## src/rtl/sram_arb_pkg.sv

```systemverilog
// ----------------------------------------------------------------------------
// sram_arb_pkg
// Shared types and constants for the SRAM arbiter slice.
//   state_t         : arbiter FSM states (IDLE / ACCESS / DONE)
//   WAIT_STATES_DEF : default number of SRAM access cycles per transfer
//   CNT_W           : width of the wait-state down-counter
//   pick_ldr()      : round-robin winner selection (1 = loader wins)
// ----------------------------------------------------------------------------
package sram_arb_pkg;

  typedef enum logic [1:0] {
    IDLE   = 2'd0,
    ACCESS = 2'd1,
    DONE   = 2'd2
  } state_t;

  localparam int unsigned WAIT_STATES_DEF = 32'd2;
  localparam int unsigned CNT_W           = 32'd3;

  // On a tie the requester that was not granted last wins; a lone request
  // always wins.
  function automatic logic pick_ldr(input logic cpu_req,
                                    input logic ldr_req,
                                    input logic last_was_ldr);
    return ldr_req & (~cpu_req | ~last_was_ldr);
  endfunction

endpackage : sram_arb_pkg

```

## src/rtl/sram_wait_counter.sv

```systemverilog
// ----------------------------------------------------------------------------
// sram_wait_counter
// Loadable down-counter that paces the SRAM access phase.
//   clk      : rising-edge clock
//   reset    : synchronous, active-high; clears the count
//   load     : load load_val (has priority over dec)
//   load_val : value loaded on load
//   dec      : decrement by one; the count holds at zero
//   zero     : count is zero
// ----------------------------------------------------------------------------
module sram_wait_counter
  import sram_arb_pkg::*;
(
  input  logic             clk,
  input  logic             reset,
  input  logic             load,
  input  logic [CNT_W-1:0] load_val,
  input  logic             dec,
  output logic             zero
);

  logic [CNT_W-1:0] count_r;

  // Count register: reset, load, or saturating decrement
  always_ff @(posedge clk) begin
    if (reset) begin
      count_r <= {CNT_W{1'b0}};
    end else if (load) begin
      count_r <= load_val;
    end else if (dec && (count_r != {CNT_W{1'b0}})) begin
      count_r <= count_r - {{(CNT_W-1){1'b0}}, 1'b1};
    end
  end

  assign zero = (count_r == {CNT_W{1'b0}});

endmodule : sram_wait_counter

```

## src/rtl/sram_arbiter.sv

```systemverilog
// ----------------------------------------------------------------------------
// sram_arbiter
// Round-robin arbiter granting a single SRAM to a CPU port and a program
// loader port. One transfer = IDLE (grant) -> WAIT_STATES ACCESS cycles ->
// one DONE cycle carrying the ack pulse. WAIT_STATES must lie in 1..7.
//   Clk, Reset               : clock, synchronous active-high reset
//   cpu_req/we/addr/wdata    : CPU transfer request (req held until ack)
//   cpu_ack                  : one-cycle completion pulse for the CPU
//   ldr_req/we/addr/wdata    : loader transfer request, same semantics
//   ldr_ack                  : one-cycle completion pulse for the loader
//   rdata                    : read data, valid while the owner's ack is high
//   gnt_ldr                  : current/last transfer belongs to the loader
//   busy                     : a transfer is in progress
//   ADDR, Data_to_SRAM       : SRAM address and write data (latched)
//   OE, WE                   : active-high SRAM read / write enables
//   Data_from_SRAM           : SRAM read data
// All outputs are registered.
// ----------------------------------------------------------------------------
module sram_arbiter
  import sram_arb_pkg::*;
#(
  parameter int unsigned WAIT_STATES = WAIT_STATES_DEF
) (
  input  logic        Clk,
  input  logic        Reset,
  input  logic        cpu_req,
  input  logic        cpu_we,
  input  logic [15:0] cpu_addr,
  input  logic [15:0] cpu_wdata,
  output logic        cpu_ack,
  input  logic        ldr_req,
  input  logic        ldr_we,
  input  logic [15:0] ldr_addr,
  input  logic [15:0] ldr_wdata,
  output logic        ldr_ack,
  output logic [15:0] rdata,
  output logic        gnt_ldr,
  output logic        busy,
  output logic [15:0] ADDR,
  output logic [15:0] Data_to_SRAM,
  output logic        OE,
  output logic        WE,
  input  logic [15:0] Data_from_SRAM
);

  // The counter starts one below the cycle count so that the cycle in which
  // it reads zero is the last ACCESS cycle.
  localparam logic [CNT_W-1:0] LOAD_VAL = CNT_W'(WAIT_STATES - 32'd1);

  state_t      state_r;
  logic        we_r;
  logic        grant_s;
  logic        pick_ldr_s;
  logic        dec_s;
  logic        cnt_zero_s;
  logic        sel_we_s;
  logic [15:0] sel_addr_s;
  logic [15:0] sel_wdata_s;

  // Arbitration decision and wait-counter control for this cycle
  always_comb begin
    grant_s    = 1'b0;
    pick_ldr_s = 1'b0;
    dec_s      = 1'b0;
    if (state_r == IDLE) begin
      grant_s    = cpu_req | ldr_req;
      // gnt_ldr still holds the owner of the previous transfer here
      pick_ldr_s = pick_ldr(cpu_req, ldr_req, gnt_ldr);
    end else begin
      dec_s = (state_r == ACCESS);
    end
  end

  // Steer the winner's transfer attributes toward the latches
  always_comb begin
    if (pick_ldr_s) begin
      sel_we_s    = ldr_we;
      sel_addr_s  = ldr_addr;
      sel_wdata_s = ldr_wdata;
    end else begin
      sel_we_s    = cpu_we;
      sel_addr_s  = cpu_addr;
      sel_wdata_s = cpu_wdata;
    end
  end

  sram_wait_counter u_wait_counter (
    .clk      (Clk),
    .reset    (Reset),
    .load     (grant_s),
    .load_val (LOAD_VAL),
    .dec      (dec_s),
    .zero     (cnt_zero_s)
  );

  // Transfer sequencing FSM and every registered output
  always_ff @(posedge Clk) begin
    if (Reset) begin
      state_r      <= IDLE;
      we_r         <= 1'b0;
      OE           <= 1'b0;
      WE           <= 1'b0;
      cpu_ack      <= 1'b0;
      ldr_ack      <= 1'b0;
      busy         <= 1'b0;
      ADDR         <= 16'h0000;
      Data_to_SRAM <= 16'h0000;
      rdata        <= 16'h0000;
      gnt_ldr      <= 1'b1;
    end else begin
      case (state_r)
        IDLE: begin
          cpu_ack <= 1'b0;
          ldr_ack <= 1'b0;
          if (grant_s) begin
            state_r      <= ACCESS;
            busy         <= 1'b1;
            gnt_ldr      <= pick_ldr_s;
            we_r         <= sel_we_s;
            ADDR         <= sel_addr_s;
            Data_to_SRAM <= sel_wdata_s;
            // Enables are driven for the whole ACCESS phase
            OE           <= ~sel_we_s;
            WE           <= sel_we_s;
          end
        end
        ACCESS: begin
          if (cnt_zero_s) begin
            state_r <= DONE;
            OE      <= 1'b0;
            WE      <= 1'b0;
            if (!we_r) begin
              rdata <= Data_from_SRAM;
            end
            cpu_ack <= ~gnt_ldr;
            ldr_ack <= gnt_ldr;
          end
        end
        DONE: begin
          state_r <= IDLE;
          busy    <= 1'b0;
          cpu_ack <= 1'b0;
          ldr_ack <= 1'b0;
        end
        default: begin
          state_r <= IDLE;
          busy    <= 1'b0;
          OE      <= 1'b0;
          WE      <= 1'b0;
          cpu_ack <= 1'b0;
          ldr_ack <= 1'b0;
        end
      endcase
    end
  end

endmodule : sram_arbiter

```

## config.mk

```make
export PLATFORM = sky130hd
export DESIGN_NAME = sram_arbiter
export DESIGN_NICKNAME = d
export VERILOG_FILES = /design/src/rtl/sram_arb_pkg.sv /design/src/rtl/sram_wait_counter.sv /design/src/rtl/sram_arbiter.sv
export SDC_FILE = /design/constraint.sdc
export NUM_CORES = 1
export LEC_CHECK = 0
export CAP_MARGIN = 10
export CORE_MARGIN = 2
export CORE_UTILIZATION = 38
export CTS_CLUSTER_DIAMETER = 100
export DETAILED_ROUTE_END_ITERATION = 7
export HOLD_SLACK_MARGIN = 0.15
export PLACE_DENSITY = 0.8
export SLEW_MARGIN = 10
export SYNTH_ARGS = -nofsm -noshare
export SYNTH_HDL_FRONTEND = slang
export SYNTH_SLANG_ARGS = --single-unit
```

## constraint.sdc

```tcl
create_clock -name Clk -period 2.1 [get_ports Clk]
set_input_delay 0.63 -clock Clk [delete_from_list [all_inputs] [get_ports Clk]]
set_output_delay 0.63 -clock Clk [all_outputs]
set_load 0.01 [all_outputs]
```

# [Yosys cells after proc, flatten, opt, wreduce, memory -nomap -nowiden]
# Cells that the tools add are included.
# Widths: inputs -> output; s select.
[classes] n_bitwise=9 n_reduce_logical=12 muxes=18 add_sub_neg=1 eq_ne=4
[op_table] cell="$mux 16" count=2
[op_table] cell="$mux 1" count=10
[op_table] cell="$not 1->1" count=6
[op_table] cell="$pmux 1 s3" count=2
[op_table] cell="$reduce_and 2->1" count=3
[op_table] cell="$reduce_and 3->1" count=2
[op_table] cell="$mux 2" count=2
[op_table] cell="$ne 2x2->1 const B" count=2
[op_table] cell="$pmux 2 s2" count=1
[op_table] cell="$reduce_or 2->1" count=2
[op_table] cell="$logic_not 3->1" count=1
[op_table] cell="$reduce_bool 3->1" count=1
[op_table] cell="$sub 3x1->3 const B" count=1
[op_table] cell="$eq 2x1->1 const B" count=1
[op_table] cell="$eq 2x2->1 const B" count=1
[op_table] cell="$logic_not 2->1" count=1
[op_table] cell="$or 1x1->1" count=2
[op_table] cell="$pmux 1 s2" count=1
[op_table] cell="$reduce_bool 2->1" count=1
[op_table] cell="$and 1x1->1" count=1
[op_table] cell="$logic_and 1x1->1" count=1
[totals] inputBits=86 out_inout_bits=54 reg_bits=60

# [Depth between registers and ports, before layout]
[depth] depth_word=8 mapped_depth=8 mapped_depth_nobuf=6

# [Hierarchy]
# From an unflattened synthesis, not the netlist that was laid out.
[unflattened] cells_unflattened=322 hier_area_um2=2781.4
[by_module_without_submodules] mod="sram_arbiter" area_per_inst_um2=2598.7 instances=1 cells_per_inst=301 seq_area_each_um2=1141.1
[by_module_without_submodules] mod="sram_wait_counter" area_per_inst_um2=182.7 instances=1 cells_per_inst=21 seq_area_each_um2=60.1

# [Least setup slack after synthesis]
# Ideal clock, no wire load.
[synth_timing] path_kind="input -> register" from="input port Reset" to="register u_wait_counter.count_r[0]" stages=4 arrival_time_ps=1405 n_path_buf=2 setup_time_ps=133 setup_slack_ps=562 cell_sequence="clkbuf_1 -> nand2b_1 -> clkbuf_1 -> o21ai_0"
[synth_rtl] element="start, declared" line="sram_arbiter.sv:25" rtl="input logic Reset,"
[synth_rtl] element="end signal, assigned" line="sram_wait_counter.sv:27" rtl="count_r <= {CNT_W{1'b0}};"
[synth_rtl] element="end signal, assigned" line="sram_wait_counter.sv:29" rtl="count_r <= load_val;"
[synth_rtl] element="end signal, assigned" line="sram_wait_counter.sv:31" rtl="count_r <= count_r - {{(CNT_W-1){1'b0}}, 1'b1};"
[synth_rtl] element="end, declared" line="sram_wait_counter.sv:22" rtl="logic [CNT_W-1:0] count_r;"

# [Worst setup path after layout]
[layout_timing] from="register gnt_ldr" to="output port gnt_ldr"
[layout_rtl] element="start, declared" line="sram_arbiter.sv:37" rtl="output logic gnt_ldr,"
[layout_rtl] element="start signal, assigned" line="sram_arbiter.sv:118" rtl="gnt_ldr <= pick_ldr_s;"
# No word-level cell between the ends.

==> results.ini <==
[outcome]
status=finished clean

[sta]
max_freq_mhz=503.0
rsz0062_at_grt=false
finalHoldViolations=0
worst_pin_slew_ns=0.5753
max-slew-margin-rel_pct=61.52
finalCritPeriodShare_pct=94.68
fin_skew_ns=0.005881
finalMaxSlewViolations=0
hold_ws_ns=0.4489
period_needed_ns=1.988
fin_setup_tns_ns=0
worst_slack_ns=0.1118
setup_viol=0

[worst_setup_path]
cpPeakStageDelay_ns=0.58
worstSetupEndpointType=output pin
critical_path_peak_fanout=6
r2r-end=rdata[5]$_SDFFE_PP0P_
crit_path_start_kind=flop
crit_chain=clkdlybuf4s50_1
cp.buffers_inverters=1
reg2reg_from=u_wait_counter.count_r[0]$_SDFFE_PP0P_
critPathSlowestCell=clkdlybuf4s50_1
rrSetupSlack_ns=0.43
crit_family=buffers and inverters
cp.arrival_ns=1.36
cp.required_ns=1.47
worst-setup-path-type=flop to output pin
rr_worst_depth=6

[route]
drtIter0Drc=62
vias=2351
drt-total-wl_um=6300
wire_per_inst_um=12.73
drt_pass1_iterations=4
drc=0
ant_nets=0
viasPerCell=4.749

[yosys]
synth_area_um2=2421
syn_nets=359
yosysWarnings=0
postSynthCellCount=271
syn_area_per_cell_um2=8.934
ys_types=33
synth_top_flop_cell=dfxtp_1
synthArstFlopShare_pct=0
synth_top_area_cell=dfxtp_1
yosysSeqAreaShare_pct=49.61
synth_area_leaders=dfxtp_1 50%, mux2i_1 13%, nand2_1 10%, o21ai_0 7.6%, a21oi_1 3.7%
synth_top_area_share_pct=49.61
synth-seq-cells=60
yosys-top-cells-count=67 x nand2_1, 60 x dfxtp_1, 37 x o21ai_0
yosysMostFrequentCell=nand2_1
synth_edf_count=0

[clock_tree]
cts_resized=0
cts_htree_levels=3
numCtsBuffers=9
post_cts.repair.setup_buffers=0
clk_latency_ns=0.33
root_buffer=clkbuf_8
clkTransAtPathRegs_ns=0.06
cts_tree=built
clock_sinks=60
clockBufferDepth=2
holdBufCountCts=0

[floorplanning]
coreArea_um2=6241
io_pins=140
start_util_pct=38.79
num_rows=29
dieHeight_um=83.82
die_w_um=83.82
die_area_um2=7026

[job]
drv_cap=0

[worst_hold_path]
worstHoldPathType=flop to flop
min_path_cells=2
hold_end=Data_to_SRAM[10]$_SDFFE_PP0P_
hold_path_startpoint=Data_to_SRAM[10]$_SDFFE_PP0P_

[place]
globalplace.congestion=0.7655
numPortBuffers=139
placed_cell_area_um2=3900
dp.cells=479
pre_cts_ws_ns=-0.04396
hpwl_um=4726

[cells_and_area]
stdcell_count=495
final_nets=501
syn_to_final_growth_pct=69.41
antenna_cells=0
drive_gt1_share_pct=7.416
fin_area_um2=4101
nFillCells=532

[power_and_ir_drop]
p_leak_uw=0.001543
powerDensity_nw_per_um2=883.7
vdd_drop_max_mv=0.4387

[grt]
grt_pass1_wl_um=10420
grt_start_max_net_pins=32
gr-total-overflow=0
antenna_found_initial=0
grt_pass1_vias=2262
grt_use_total_pct=18.37

layout by cell type (no fill, tap or decap), drive strengths merged, types with 4 or more instances in the layout:
master,n
clkdlybuf4s50,139
nand2,67
dfxtp,60
o21ai,37
mux2i,32
a21oi,19
clkbuf,11
nor2,9
buf,8
nand2b,5
clkinv,4
nor3,4
through the flow:
step	utilization, %	power, µW
after global routing	65.72	3848
after global placement	62.49	2606
after CTS	65.72	3677
after floorplan	-	2017
final	65.72	3624
after detailed placement	62.49	2629
worst max path at each step:
| stage | startpoint | endpoint | cells past startpoint | slack [ns] |
|---|---|---|---|---|
| after CTS | gnt_ldr$_SDFFE_PP1P_ | gnt_ldr | 1 | 0.09 |
| after detailed placement | ldr_req | Data_to_SRAM[1]$_SDFFE_PP0P_ | 5 | -0.04 |
| after global placement | ldr_req | ADDR[15]$_SDFFE_PP0P_ | 5 | -0.007 |
| after global routing | gnt_ldr$_SDFFE_PP1P_ | gnt_ldr | 1 | 0.03 |
| final | gnt_ldr$_SDFFE_PP1P_ | gnt_ldr | 1 | 0.11 |
| after floorplan | Reset | u_wait_counter.count_r[0]$_SDFFE_PP0P_ | 4 | 0.56 |
power by group:
| group | internal, µW | switching, µW | total (µW) | leakage, µW |
|---|---|---|---|---|
| clock | 604 | 425 | 1030 | 0.000109 |
| combinational | 633 | 514 | 1150 | 0.000941 |
| sequential | 1330 | 116 | 1450 | 0.000493 |
flip-flops by register name (all words and copies together) (netlist names):
register and cells:
busy 1, WE 1, ADDR 16, cpu_ack 1, gnt_ldr 1, ldr_ack 1
we_r 1, u_wait_counter.count_r 3, OE 1, rdata 16, state_r 2, Data_to_SRAM 16
metal layers:
layer  GRT usage (%)  vias up  part of all wire (%)
li1                -     1197                     -
met1           20.16     1043                    40
met2           31.71      102                    48
met3           6.825        9                   9.8
met4           7.918        0                   1.7
met5               0        -                     0
cell families (layout without fill, tap and decap cells):
group / Yosys count / count (layout) / share of synthesized area [%]
compound gates: 63 / 63 / 14.01
flops: 60 / 60 / 49.61
simple gates: 94 / 94 / 17.26
xor+xnor: 2 / 2 / 0.7236
mux: 32 / 32 / 13.23
buf+inv: 18 / 165 / 4.134
fa+ha+maj: 2 / 2 / 1.033
area by class of cell:
class / count / area [µm²] / area share, %
Tap cell: 77 / 96.34 / 2.349
Inverter: 2 / 7.507 / 0.1830
Clock inverter: 5 / 50.05 / 1.220
Clock buffer: 11 / 151.4 / 3.691
Multi-Input combinational cell: 193 / 1131 / 27.58
Sequential cell: 60 / 1201 / 29.29
Timing Repair Buffer: 147 / 1464 / 35.69
(Power assumes the default switching activity.)
